$ cat config.mk
export PLATFORM = sky130hd
export DESIGN_NAME = tt_mux_slot_ctrl
export DESIGN_NICKNAME = d
export VERILOG_FILES = /design/src/rtl/tt_mux_slot_ctrl.sv
export SDC_FILE = /design/constraint.sdc
export NUM_CORES = 1
export LEC_CHECK = 0
export BUFFER_PORTS_ARGS = -buffer_cell sky130_fd_sc_hd__buf_4
export CAP_MARGIN = 25
export CORE_AREA = 2 2 183 185
export DETAILED_ROUTE_END_ITERATION = 7
export DIE_AREA = 0 0 185 187
export GPL_TIMING_DRIVEN = 0
export PLACE_DENSITY_LB_ADDON = 0.05
export SYNTH_ARGS = -nofsm -noshare
export SYNTH_HDL_FRONTEND = slang
export SYNTH_SLANG_ARGS = --single-unit
$ cat constraint.sdc
create_clock -name clk -period 6.4 [get_ports clk]
set_clock_uncertainty 0.05 [all_clocks]
set_input_delay 1.28 -clock clk [delete_from_list [all_inputs] [get_ports clk]]
set_output_delay 1.28 -clock clk [all_outputs]
set_load 0.01 [all_outputs]
$ cat src/rtl/tt_mux_slot_ctrl.sv
// Multi-project slot controller: time-shares one packed Tiny Tapeout pad bus among
// NUM_SLOTS wrappers, with a blanking gap and a forced project reset on every switch.
module tt_mux_slot_ctrl #(
  parameter int NUM_SLOTS    = 16,
  parameter int IW_W         = 18,
  parameter int OW_W         = 24,
  parameter int BLANK_CYCLES = 4,
  parameter int RST_CYCLES   = 8,
  localparam int SEL_W       = (NUM_SLOTS > 1) ? $clog2(NUM_SLOTS) : 1
) (
  input  logic                      clk,
  input  logic                      rst_n,
  input  logic                      sel_valid,
  output logic                      sel_ready,
  input  logic [SEL_W-1:0]          sel_addr,
  output logic                      sel_err,
  input  logic [IW_W-1:0]           pad_iw,
  output logic [OW_W-1:0]           pad_ow,
  output logic [NUM_SLOTS-1:0]      slot_ena,
  output logic [IW_W-1:0]           slot_iw,
  input  logic [NUM_SLOTS*OW_W-1:0] slot_ow,
  output logic                      active_valid,
  output logic [SEL_W-1:0]          active_sel
);

  localparam int CNT_MAX = (BLANK_CYCLES > RST_CYCLES) ? BLANK_CYCLES : RST_CYCLES;
  localparam int CNT_W   = $clog2(CNT_MAX + 1);
  localparam int ADDR_N  = 1 << SEL_W;

  typedef enum logic [1:0] {IDLE, BLANK, RST, ACTIVE} state_t;

  // Table of legal slot indices; avoids a range compare that is constant when
  // NUM_SLOTS is a power of two.
  function automatic logic [ADDR_N-1:0] build_mask();
    logic [ADDR_N-1:0] m;
    for (int i = 0; i < ADDR_N; i++) m[i] = (i < NUM_SLOTS);
    return m;
  endfunction

  localparam logic [ADDR_N-1:0] SEL_MASK = build_mask();

  state_t                state, next_state;
  logic [CNT_W-1:0]      cnt, next_cnt;
  logic [SEL_W-1:0]      next_sel;
  logic                  next_err;
  logic [NUM_SLOTS-1:0]  next_ena;
  logic [OW_W-1:0]       next_pad_ow;
  logic                  xfer;
  logic [OW_W-1:0]       ow_arr [ADDR_N];

  // Unused index codes read as zero so the output mux is always in range.
  for (genvar k = 0; k < ADDR_N; k++) begin : g_ow
    if (k < NUM_SLOTS) begin : g_used
      assign ow_arr[k] = slot_ow[k*OW_W +: OW_W];
    end else begin : g_unused
      assign ow_arr[k] = '0;
    end
  end

  assign sel_ready    = (state == IDLE) || (state == ACTIVE);
  assign active_valid = (state == ACTIVE);
  assign xfer         = sel_valid && sel_ready;

  always_comb begin
    // NOTE: every signal gets a default before the case so no path leaves it
    // unassigned; otherwise synthesis infers a latch to hold the old value.
    next_state = state;
    next_cnt   = cnt;
    next_sel   = active_sel;
    next_err   = sel_err;
    unique case (state)
      IDLE, ACTIVE: begin
        if (xfer) begin
          next_cnt = '0;
          if (SEL_MASK[sel_addr]) begin
            next_state = BLANK;
            next_sel   = sel_addr;
            next_err   = 1'b0;
          end else begin
            next_state = IDLE;
            next_err   = 1'b1;
          end
        end
      end
      BLANK: begin
        if (cnt == CNT_W'(BLANK_CYCLES - 1)) begin
          next_state = RST;
          next_cnt   = '0;
        end else begin
          next_cnt = cnt + CNT_W'(1);
        end
      end
      RST: begin
        if (cnt == CNT_W'(RST_CYCLES - 1)) begin
          next_state = ACTIVE;
          next_cnt   = '0;
        end else begin
          next_cnt = cnt + CNT_W'(1);
        end
      end
      default: next_state = IDLE;
    endcase

    next_ena = '0;
    if (next_state == RST || next_state == ACTIVE)
      next_ena = {{(NUM_SLOTS-1){1'b0}}, 1'b1} << next_sel;

    // Only forward wrapper outputs while staying in ACTIVE, so a switch
    // blanks the pads on the very first BLANK cycle.
    next_pad_ow = '0;
    if (state == ACTIVE && next_state == ACTIVE)
      next_pad_ow = ow_arr[active_sel];
  end

  // NOTE: state registers use non-blocking assignments so every flop samples
  // the pre-edge values regardless of statement order.
  always_ff @(posedge clk or negedge rst_n) begin
    if (!rst_n) begin
      state      <= IDLE;
      cnt        <= '0;
      active_sel <= '0;
      sel_err    <= 1'b0;
      slot_ena   <= '0;
      pad_ow     <= '0;
    end else begin
      state      <= next_state;
      cnt        <= next_cnt;
      active_sel <= next_sel;
      sel_err    <= next_err;
      slot_ena   <= next_ena;
      pad_ow     <= next_pad_ow;
    end
  end

  // Input gating depends only on registered state: project rst_n is held low
  // while the freshly enabled slot is in its reset window.
  always_comb begin
    slot_iw = '0;
    unique case (state)
      RST:     slot_iw = {pad_iw[IW_W-1:2], 1'b0, pad_iw[0]};
      ACTIVE:  slot_iw = pad_iw;
      default: slot_iw = '0;
    endcase
  end

endmodule

==> flow_summary.json <==
{
  "syn2layout_area_growth_pct": 90.6,
  "dieArea_um2": 34600,
  "cts-root-buf": "clkbuf_16",
  "final_util_pct": 27.4,
  "drtIter0Drc": 174,
  "min_period_ns": 3.44,
  "critPathKind": "flip-flop to output pin",
  "synthArstFlopShare_pct": 100,
  "crit_path_max_fanout": 10,
  "fmax_mhz": 291,
  "gp_congestion": 0.811,
  "cts_sinks": 50,
  "leakage_nw": 4.12,
  "whs_ns": 0.481,
  "outcome": "completed",
  "place_inst": 1273,
  "power_mw": 2.61,
  "cp_cell_sequence": "inv_1 > ha_1 > nor2_1 > clkbuf_1 > nor2b_1 > buf_4",
  "ys_seq_elements": 50,
  "nets": 1245,
  "grt_use_total_pct": 17.5,
  "num_vias": 5403,
  "htree_levels": 2,
  "p_per_area_nw_per_um2": 290,
  "syn-cell-area_um2": 4720,
  "fin_cells": 1283,
  "hpwl_um": 26700,
  "cts_hold_buf": 0,
  "syn-num-nets": 765,
  "cts_buffers": 5,
  "cp.required_ns": 5.07,
  "cp-start-kind": "flip-flop",
  "drc": 0,
  "ys_warn_count": 0,
  "fin_crit_sh_pct": 53.8,
  "arrival_ns": 2.11,
  "cap_violations": 0,
  "clkLatencyLatePin_ns": 0.31,
  "layout_setup_ws_ns": 2.96,
  "yosysSeqAreaShare_pct": 26.5,
  "hold_class": "flip-flop to flip-flop",
  "ant_nets": 0,
  "synth_edf_count": 0,
  "row_count": 67,
  "wirelength_um": 30500,
  "cts_setup_buffers": 0,
  "grt_pass1_vias": 6352,
  "drv_slew": 0,
  "port_buffers": 472,
  "die_h_um": 187,
  "path_clk_slew_ns": 0.08,
  "fin_area_um2": 9000,
  "slew_headroom_pct": 40.2,
  "avgSynthCellArea_um2": 13.4,
  "cp_slowest_cell": "nor2_1",
  "grt_max_degree": 51,
  "core_area_um2": 32900,
  "placed_area_um2": 8840,
  "die_w_um": 185,
  "antenna_found_initial": 1,
  "grt_overflow_total": 0,
  "avgViaCountPerCell": 4.21,
  "grt_pass1_wl_um": 43100,
  "tns_ns": 0,
  "initial_utilization_pct": 14.4,
  "cts_buffer_depth": 2,
  "ctsResizeCount": 0,
  "cpPeakStageDelay_ns": 0.44,
  "synthCells": 352,
  "ir_drop_mv": 0.119,
  "rsz0062_at_grt": "no",
  "hold_viol": 0,
  "firstDrtPassIters": 6,
  "post-place-ws_ns": 3.18,
  "yosysUniqueCellTypes": 32,
  "path_delay_family": "buffers and inverters",
  "cp-end-kind": "output pin",
  "crit_buf_inv": 3,
  "cts_tree": "built",
  "tightest_slew_ns": 0.897,
  "io_pins": 474,
  "drive_gt1_share_pct": 73.3,
  "setup_viol": 0,
  "wl_per_cell_um": 23.8,
  "ys.flop_type": "dfrtp_1"
}
[area by class of cell]
| type | instances | area (µm²) |
|---|---|---|
| multi-input combinational | 254 | 3260 |
| fill | 3571 | 23900 |
| antenna | 2 | 5.00 |
| clock inverter | 3 | 28.8 |
| tap | 448 | 561 |
| sequential | 50 | 1250 |
| buffer | 38 | 171 |
| timing repair buffer | 473 | 3560 |
| inverter | 10 | 37.5 |
| clock buffer | 5 | 125 |
[sequential cells by signal, indices dropped and copies added (netlist names)]
name        flops
active_sel      4
cnt             4
pad_ow         24
slot_ena       16
state           2
[metal layers]
metal | GRT usage, % | part of all wire [%]
met1 | 18.8 | 36
met5 | 0 | 0
met2 | 33.8 | 56
met4 | 2.99 | 1.3
met3 | 4.95 | 7.3
[cells by family after synthesis]
group	count (synthesis)	synth area share, %
flops	50	26.5
simple gates	55	6.09
buf+inv	48	4.43
fa+ha+maj	4	1.06
mux	101	46.9
compound gates	93	15.0
other cells	1	0.0794
[report_power, final]
part	switching [mW]	internal [mW]	total, mW
sequential	0.0277	0.340	0.368
clock	0.154	0.150	0.304
combinational	0.984	0.951	1.94
total	1.17	1.44	2.61
[path summary, 6_finish.rpt]
kind	from	endpoint	slack [ns]	cells after the start
max in group asynchronous	rst_n	pad_ow[13]$_DFF_PN0_	4.84	1
worst max register to register	active_sel[2]$_DFF_PN0_	pad_ow[13]$_DFF_PN0_	3.36	6
min in group asynchronous	rst_n	slot_ena[5]$_DFF_PN0_	0.99	1
worst min-delay path	cnt[0]$_DFFE_PN0P_	cnt[0]$_DFFE_PN0P_	0.48	1
worst min register to register	cnt[0]$_DFFE_PN0P_	cnt[0]$_DFFE_PN0P_	0.48	1
worst max-delay path	state[0]$_DFF_PN0_	slot_iw[17]	2.96	6
[cells in the final DEF, fill, tap and decap left out, drive strengths merged]
cell	n
a2111o	1
a211o	2
a211oi	4
a21o	3
a21oi	27
a221o	1
a22oi	48
a31oi	1
and2	2
and3	3
buf	485
clkbuf	31
clkinv	2
conb	1
dfrtp	50
diode	2
ha	4
inv	11
mux2	1
mux2i	4
mux4	96
nand2	9
nand3	1
nor2	15
nor2b	23
o211ai	2
o21ai	3
o41ai	1
or2	1
or3b	1
[cell usage after synthesis, drive strengths merged (4+ instances only)]
library cell | count | area (µm²)
nor2b | 23 | 144
mux4 | 96 | 2160
clkbuf | 26 | 97.6
a211oi | 4 | 30.0
nor2 | 15 | 56.3
dfrtp | 50 | 1250
a21oi | 27 | 210
inv | 10 | 37.5
a22oi | 48 | 360
mux2i | 4 | 40.0
buf | 12 | 73.8
nand2 | 9 | 33.8
ha | 4 | 50.1
Power figures use the tool's default switching activity.
